<file path="config.mk">
export PLATFORM = sky130hd
export DESIGN_NAME = jam_cost_server_flat
export DESIGN_NICKNAME = d
export VERILOG_FILES = /design/src/rtl/jam_pkg.sv /design/src/rtl/jam_cost_server_if.sv /design/src/rtl/jam_cost_table.sv /design/src/rtl/jam_cost_server.sv /design/src/flat_wrapper.sv
export SDC_FILE = /design/constraint.sdc
export NUM_CORES = 1
export LEC_CHECK = 0
export BUFFER_PORTS_ARGS = -buffer_cell sky130_fd_sc_hd__buf_4
export CAP_MARGIN = 25
export CORE_MARGIN = 2
export CORE_UTILIZATION = 50
export DETAILED_ROUTE_END_ITERATION = 10
export GPL_TIMING_DRIVEN = 0
export PLACE_DENSITY_LB_ADDON = 0.25
export SLEW_MARGIN = 20
export SYNTH_ARGS = -nofsm -noshare
export SYNTH_HDL_FRONTEND = slang
export SYNTH_SLANG_ARGS = --single-unit
</file>
<file path="constraint.sdc">
create_clock -name CLK -period 22.6 [get_ports CLK]
set_input_delay 3.39 -clock CLK [delete_from_list [all_inputs] [get_ports CLK]]
set_output_delay 3.39 -clock CLK [all_outputs]
set_load 0.01 [all_outputs]
</file>
<file path="src/rtl/jam_pkg.sv">
// Shared widths and state encoding for the job-assignment engine and its cost server.
package jam_pkg;

    localparam int N_WORKERS = 8;
    localparam int COST_W    = 7;
    localparam int MINCOST_W = 10;
    localparam int MCNT_W    = 4;
    localparam int IDX_W     = 6;
    localparam int N_ENTRIES = N_WORKERS * N_WORKERS;

    typedef enum logic [1:0] {
        LOAD,
        RELEASE,
        RUN,
        DONE
    } jam_state_t;

    // Table address is the plain {worker, job} concatenation, row-major.
    function automatic logic [IDX_W-1:0] table_index(input logic [2:0] w, input logic [2:0] j);
        return {w, j};
    endfunction

endpackage

</file>
<file path="src/rtl/jam_cost_server_if.sv">
// Bundle of the load port, engine cost/result port and status outputs of the cost server.
interface jam_cost_server_if #(
    parameter int CW = jam_pkg::COST_W
);
    import jam_pkg::*;

    logic                 load_valid;
    logic [CW-1:0]        load_data;
    logic [MINCOST_W-1:0] gold_min;
    logic [MCNT_W-1:0]    gold_cnt;
    logic                 jam_rst;
    logic [2:0]           W;
    logic [2:0]           J;
    logic [CW-1:0]        Cost;
    logic                 Valid;
    logic [MINCOST_W-1:0] MinCost;
    logic [MCNT_W-1:0]    MatchCount;
    logic                 done;
    logic                 pass;
    logic                 timeout;

    modport master (
        output load_valid, load_data, gold_min, gold_cnt,
        output W, J, Valid, MinCost, MatchCount,
        input  jam_rst, Cost, done, pass, timeout
    );

    modport slave (
        input  load_valid, load_data, gold_min, gold_cnt,
        input  W, J, Valid, MinCost, MatchCount,
        output jam_rst, Cost, done, pass, timeout
    );

endinterface

</file>
<file path="src/rtl/jam_cost_table.sv">
// 64-entry cost register file: one serial write port, one zero-latency read port.
module jam_cost_table
    import jam_pkg::*;
#(
    parameter int CW = COST_W
) (
    input  logic             CLK,
    input  logic             RST,
    input  logic             we,
    input  logic [IDX_W-1:0] waddr,
    input  logic [CW-1:0]    wdata,
    input  logic [IDX_W-1:0] raddr,
    output logic [CW-1:0]    rdata
);

    logic [CW-1:0] mem [N_ENTRIES];

    // Write one entry per enabled cycle; reset clears every entry so Cost reads 0.
    always_ff @(posedge CLK or posedge RST) begin
        if (RST) begin
            for (int i = 0; i < N_ENTRIES; i++) begin
                mem[i] <= '0;
            end
        end else if (we) begin
            mem[waddr] <= wdata;
        end
    end

    // The engine samples Cost one edge after presenting W/J, so the read must be a pure mux.
    assign rdata = mem[raddr];

endmodule

</file>
<file path="src/rtl/jam_cost_server.sv">
// Cost server: loads the cost table, holds the engine in reset, then checks its result.
module jam_cost_server
    import jam_pkg::*;
#(
    parameter int TIMEOUT = 60000,
    parameter int CW      = COST_W
) (
    input logic CLK,
    input logic RST,
    jam_cost_server_if.slave bus
);

    localparam int                CNT_W    = $clog2(TIMEOUT + 1);
    localparam logic [CNT_W-1:0]  CNT_MAX  = CNT_W'(TIMEOUT);
    localparam logic [CNT_W-1:0]  CNT_LAST = CNT_W'(TIMEOUT - 1);
    localparam logic [IDX_W-1:0]  IDX_LAST = '1;

    jam_state_t           state;
    logic [IDX_W-1:0]     load_idx;
    logic [CNT_W-1:0]     cycle_cnt;
    logic [MINCOST_W-1:0] gold_min_q;
    logic [MCNT_W-1:0]    gold_cnt_q;
    logic                 jam_rst_q;
    logic                 done_q;
    logic                 pass_q;
    logic                 timeout_q;
    logic                 table_we;
    logic [CW-1:0]        cost_rd;

    // The table is writable only while loading; afterwards it is frozen.
    assign table_we = (state == LOAD) && bus.load_valid;

    jam_cost_table #(
        .CW(CW)
    ) u_table (
        .CLK   (CLK),
        .RST   (RST),
        .we    (table_we),
        .waddr (load_idx),
        .wdata (bus.load_data),
        .raddr (table_index(bus.W, bus.J)),
        .rdata (cost_rd)
    );

    // Sequencing: load, one release cycle, run with timeout watch, then hold the verdict.
    always_ff @(posedge CLK or posedge RST) begin
        if (RST) begin
            state      <= LOAD;
            load_idx   <= '0;
            cycle_cnt  <= '0;
            gold_min_q <= '0;
            gold_cnt_q <= '0;
            jam_rst_q  <= 1'b1;
            done_q     <= 1'b0;
            pass_q     <= 1'b0;
            timeout_q  <= 1'b0;
        end else begin
            case (state)
                LOAD: begin
                    if (bus.load_valid) begin
                        load_idx <= load_idx + 1'b1;
                        if (load_idx == IDX_LAST) begin
                            gold_min_q <= bus.gold_min;
                            gold_cnt_q <= bus.gold_cnt;
                            state      <= RELEASE;
                        end
                    end
                end
                RELEASE: begin
                    cycle_cnt <= '0;
                    jam_rst_q <= 1'b0;
                    state     <= RUN;
                end
                RUN: begin
                    if (cycle_cnt != CNT_MAX) begin
                        cycle_cnt <= cycle_cnt + 1'b1;
                    end
                    if (bus.Valid) begin
                        pass_q <= (bus.MinCost == gold_min_q) && (bus.MatchCount == gold_cnt_q);
                        done_q <= 1'b1;
                        state  <= DONE;
                    end else if (cycle_cnt >= CNT_LAST) begin
                        timeout_q <= 1'b1;
                        pass_q    <= 1'b0;
                        done_q    <= 1'b1;
                        state     <= DONE;
                    end
                end
                DONE: begin
                    state <= DONE;
                end
                default: begin
                    state <= LOAD;
                end
            endcase
        end
    end

    assign bus.Cost    = cost_rd;
    assign bus.jam_rst = jam_rst_q;
    assign bus.done    = done_q;
    assign bus.pass    = pass_q;
    assign bus.timeout = timeout_q;

endmodule

</file>
<file path="src/flat_wrapper.sv">
// flat-port wrapper written by rule: the top's interface ports become plain ports
module jam_cost_server_flat import jam_pkg::*;
#(
    parameter int TIMEOUT = 60000,
    parameter int CW      = COST_W
)
  (CLK, RST, bus_load_valid, bus_load_data, bus_gold_min, bus_gold_cnt, bus_W, bus_J, bus_Valid, bus_MinCost, bus_MatchCount, bus_jam_rst, bus_Cost, bus_done, bus_pass, bus_timeout);
  jam_cost_server_if #(.CW(CW)) bus_i ();
  input logic CLK;
  input logic RST;
  input wire logic [$bits(bus_i.load_valid)-1:0] bus_load_valid;
  input wire logic [$bits(bus_i.load_data)-1:0] bus_load_data;
  input wire logic [$bits(bus_i.gold_min)-1:0] bus_gold_min;
  input wire logic [$bits(bus_i.gold_cnt)-1:0] bus_gold_cnt;
  input wire logic [$bits(bus_i.W)-1:0] bus_W;
  input wire logic [$bits(bus_i.J)-1:0] bus_J;
  input wire logic [$bits(bus_i.Valid)-1:0] bus_Valid;
  input wire logic [$bits(bus_i.MinCost)-1:0] bus_MinCost;
  input wire logic [$bits(bus_i.MatchCount)-1:0] bus_MatchCount;
  output wire logic [$bits(bus_i.jam_rst)-1:0] bus_jam_rst;
  output wire logic [$bits(bus_i.Cost)-1:0] bus_Cost;
  output wire logic [$bits(bus_i.done)-1:0] bus_done;
  output wire logic [$bits(bus_i.pass)-1:0] bus_pass;
  output wire logic [$bits(bus_i.timeout)-1:0] bus_timeout;
  assign bus_i.load_valid = bus_load_valid;
  assign bus_i.load_data = bus_load_data;
  assign bus_i.gold_min = bus_gold_min;
  assign bus_i.gold_cnt = bus_gold_cnt;
  assign bus_i.W = bus_W;
  assign bus_i.J = bus_J;
  assign bus_i.Valid = bus_Valid;
  assign bus_i.MinCost = bus_MinCost;
  assign bus_i.MatchCount = bus_MatchCount;
  assign bus_jam_rst = bus_i.jam_rst;
  assign bus_Cost = bus_i.Cost;
  assign bus_done = bus_i.done;
  assign bus_pass = bus_i.pass;
  assign bus_timeout = bus_i.timeout;
  jam_cost_server #(.TIMEOUT(TIMEOUT), .CW(CW)) u_core (.CLK(CLK), .RST(RST), .bus(bus_i));
endmodule
</file>
==> results by group <==
Synth
  – Primary flip-flop cell chosen by synthesis mapping: sky130_fd_sc_hd__dfrtp_1
  – Number of unique standard cell types used by synthesis: 56
  – Combined area of all synthesized cells: 22,800 sq um
  – Synthesized netlist net count: between 1,500 and 2,000
  – Sequential fraction of the synthesis area: 0.538
  – Number of standard cells after synthesis: 1,532
  – Post-synthesis register bit count: 490
  – Share of flip-flops with an asynchronous set or reset after synthesis: 1.00
  – Average cell area after synthesis: 14.9 sq um
  – Number of warnings printed during yosys synthesis: 0
  – Number of flops mapped to enable cells by yosys: 0

Finish
  – Most frequent cells in the layout: sky130_fd_sc_hd__dfrtp_1 (489), sky130_fd_sc_hd__mux2_2 (471), sky130_fd_sc_hd__mux4_2 (111), sky130_fd_sc_hd__clkbuf_1 (65), sky130_fd_sc_hd__clkbuf_16 (52)
  – Most common cell after layout, fill and taps aside: sky130_fd_sc_hd__dfrtp_1
  – Ratio of cells with drive above 1 in the final layout: 0.481
  – Synth-to-Final Area Change: 13.1%
  – Total Nets Final: 1,682

Setup path
  – Cell with the most instances on the worst path: sky130_fd_sc_hd__buf_2
  – Category of the most critical setup path: primary input to primary output
  – Required time of the critical path: about 19 ns
  – Worst Path Arrival: 6.27 ns
  – Critical path launch point type: primary input
  – CP max stage cell: sky130_fd_sc_hd__a211oi_1
  – Combined buffer and inverter count along the critical path: 5
  – CP Capture Type: primary output
  – Top delay family on crit path: buffers and inverters
  – Biggest fanout along the worst timing path: 10
  – Ordered cell list for the critical path: buf_2 > buf_2 > buf_2 > buf_2 > mux2i_1 > a211oi_1 > and3_1 > buf_4
  – CP peak stage delay: 0.71 ns

Global route
  – GR Overflow Total: 0
  – Vias in the first global route: 14,200
  – GRT Util Overall: 0.265
  – Number of antenna violations at the first check in global routing: 0
  – Pin count of the biggest net entering global routing: 110
  – Global-route wire length before repair: 91.7 mm

Power and ir drop
  – Total power per unit cell area: 100 nW/um^2
  – Leakage Power: 12.1 nW
  – Overall Power: 2.58 mW
  – Worst vdd ir: 0.0000637 V
  – Internal Pwr Total: 1.90 mW
  – Net switching power of the design: roughly 0.68 mW
  – Combinational fraction of design power: 0.192
  – Sequential Power Share: 0.469
  – Clock network fraction of total power: 0.339
  – Net switching share of the total power: 0.264

Clock network
  – Root buf cell: sky130_fd_sc_hd__clkbuf_16
  – Total number of H-tree levels: 2
  – Clock latency reported for the late side of the worst-skew pair: approximately 0.61 ns
  – Clock Sink Count: 490
  – Setup Buffers After CTS: 0
  – Buffer depth of the longest clock path: 3
  – Clock transition at the registers of the reported paths: 0.06 ns
  – Hold buffer count at CTS: 0
  – Post-cts gate resize count: 0
  – Inserted Clock Buffers: 51
  – Clock tree from TritonCTS: built

Floorplanning
  – Number of placed I/O pins: 56
  – Core Rows: slightly below 80
  – Die width: 217 microns
  – Area inside the core boundary: 45,200 sq um
  – Full die area: 47,300 sq um
  – Vertical extent of the die: 217 microns
  – Initial Utilization: 0.504

STA
  – Pins over their slew limit: 0
  – Highest attainable clock frequency: 103 MHz
  – Hold Worst Slack: roughly 0.47 ns
  – Number of hold violations in the final report: 0
  – Aggregate negative setup slack: 0 ns
  – Final count of negative-setup-slack endpoints: 0
  – Transition time of the tightest slew-check pin: between 0.9 and 1 ns
  – Part of the cycle the worst path needs: 0.428
  – Clock period minus final worst setup slack: just under 10 ns
  – Setup repair after global routing missed its margin: no
  – Final clock skew: 0.0261 ns
  – Relative slew margins: 0.339

Place
  – Input/output buffers: 44
  – Final Wtd Congestion: 0.934
  – HPWL after detailed placement: approximately 43 mm

Drt
  – Count of nets left with antenna violations after detail routing: 0
  – Total via count after detailed routing: 14,000
  – DRC errors left: 0
  – Mean number of vias per cell: between 6 and 7
  – Total Wirelength: 60.8 mm
  – Final routed wire length divided by cell count: between 20 and 30 microns
  – Initial DRT Pass Iterations: 5
  – Starting DRT DRC Count: 1,161

Run
  – Number of max-capacitance violations reported: 0

Hold path
  – Worst hold-check path type: register to register

Status
  – Status: completed
## metrics by stage
stage          setup WS, ns  cells  cell area, sq um  utilization
2_1_floorplan          5.54   1532             22800            -
3_3_place_gp          0.642   2176             23900        0.528
3_5_place_dp          13.05   2180             24000        0.531
4_1_cts               13.05   2275             25700        0.570
5_1_grt               12.93   2276             25800        0.570
6_report              12.94   2277             25800        0.570
## routing by layer
layer,routed length [microns],GRT usage,vias up
met2,27900,0.403,468
met3,4820,0.0749,104
met5,0,0,-
met4,1930,0.0874,0
li1,-,-,5890
met1,26200,0.369,7500
## area by class of cell
type	instances	area (sq um)
clock inverter	17	178
inverter	8	37.5
timing repair buffer	49	452
antenna	1	2.50
buffer	110	514
tap	600	751
fill	3652	19400
clock buffer	78	1590
multi-input combinational	924	9970
sequential	490	12300
## worst paths after layout
path                            slack, ns                                 end                            from  cells past startpoint
max in group asynchronous           17.82  u_core.u_table.mem[73]$_DFFE_PP0P_                             RST                      5
worst min register to register       0.47      u_core.bus.timeout$_DFFE_PP0P_  u_core.bus.timeout$_DFFE_PP0P_                      1
worst min-delay path                 0.47      u_core.bus.timeout$_DFFE_PP0P_  u_core.bus.timeout$_DFFE_PP0P_                      1
worst max register to register      19.59  u_core.u_table.mem[63]$_DFFE_PP0P_     u_core.state[1]$_DFFE_PP0P_                      5
worst max-delay path                12.94                         bus_Cost[4]                        bus_J[2]                      8
min in group asynchronous            2.91     u_core.cycle_cnt[1]$_DFFE_PP0P_                             RST                      2
## state kept, by name (all words and copies together), names as in the netlist
name                cells
u_core.load_idx         6
u_core.cycle_cnt       16
u_core.bus.pass         1
u_core.gold_min_q      10
u_core.bus.done         1
u_core.bus.jam_rst      1
u_core.state            2
u_core.gold_cnt_q       4
u_core.u_table.mem    448
u_core.bus.timeout      1
## cells by family after synthesis
family	synth area share
compound gates	0.0265
xor+xnor	0.00731
fa+ha+maj	0.00165
buf+inv	0.0239
flops	0.538
mux	0.350
simple gates	0.0525
## synth_stat cells (all sizes together) (2+ instances only)
| library cell | number | area (sq um) |
|---|---|---|
| nor3b | 4 | 30.0 |
| a41o | 2 | 20.0 |
| nand2b | 18 | 113 |
| a21o | 5 | 37.5 |
| nor2b | 18 | 113 |
| or3 | 2 | 12.5 |
| nor2 | 32 | 140 |
| mux2 | 471 | 5300 |
| nor3 | 15 | 106 |
| inv | 8 | 30.0 |
| nand3 | 18 | 90.1 |
| nand4 | 11 | 75.1 |
| dfrtp | 489 | 12200 |
| a22oi | 16 | 120 |
| a22o | 3 | 26.3 |
| o41ai | 2 | 17.5 |
| mux4 | 111 | 2500 |
| and3b | 2 | 17.5 |
| a211oi | 9 | 67.6 |
| a31oi | 4 | 25.0 |
| a31o | 2 | 17.5 |
| nand3b | 3 | 22.5 |
| clkbuf | 58 | 218 |
| mux2i | 16 | 160 |
| xnor2 | 17 | 149 |
| o21ai | 11 | 55.1 |
| or4 | 4 | 30.0 |
| and3 | 5 | 31.3 |
| o22ai | 13 | 81.3 |
| o32ai | 4 | 35.0 |
| nor4 | 2 | 12.5 |
| nand2 | 75 | 342 |
| a2111oi | 2 | 17.5 |
| ha | 3 | 37.5 |
| and2 | 6 | 37.5 |
| buf | 52 | 297 |
| o31ai | 3 | 22.5 |
| a21oi | 7 | 35.0 |
| xor2 | 2 | 17.5 |
## power by group through the flow
stage          Sequential [mW]  Combinational (mW)  Clock, mW
2_1_floorplan             1.18               0.382          0
3_3_place_gp              1.21               0.473          0
3_5_place_dp              1.22               0.491          0
4_1_cts                   1.21               0.493      0.887
5_1_grt                   1.23               0.531      0.925
6_report                  1.21               0.494      0.874
Power figures use the tool's default switching activity.
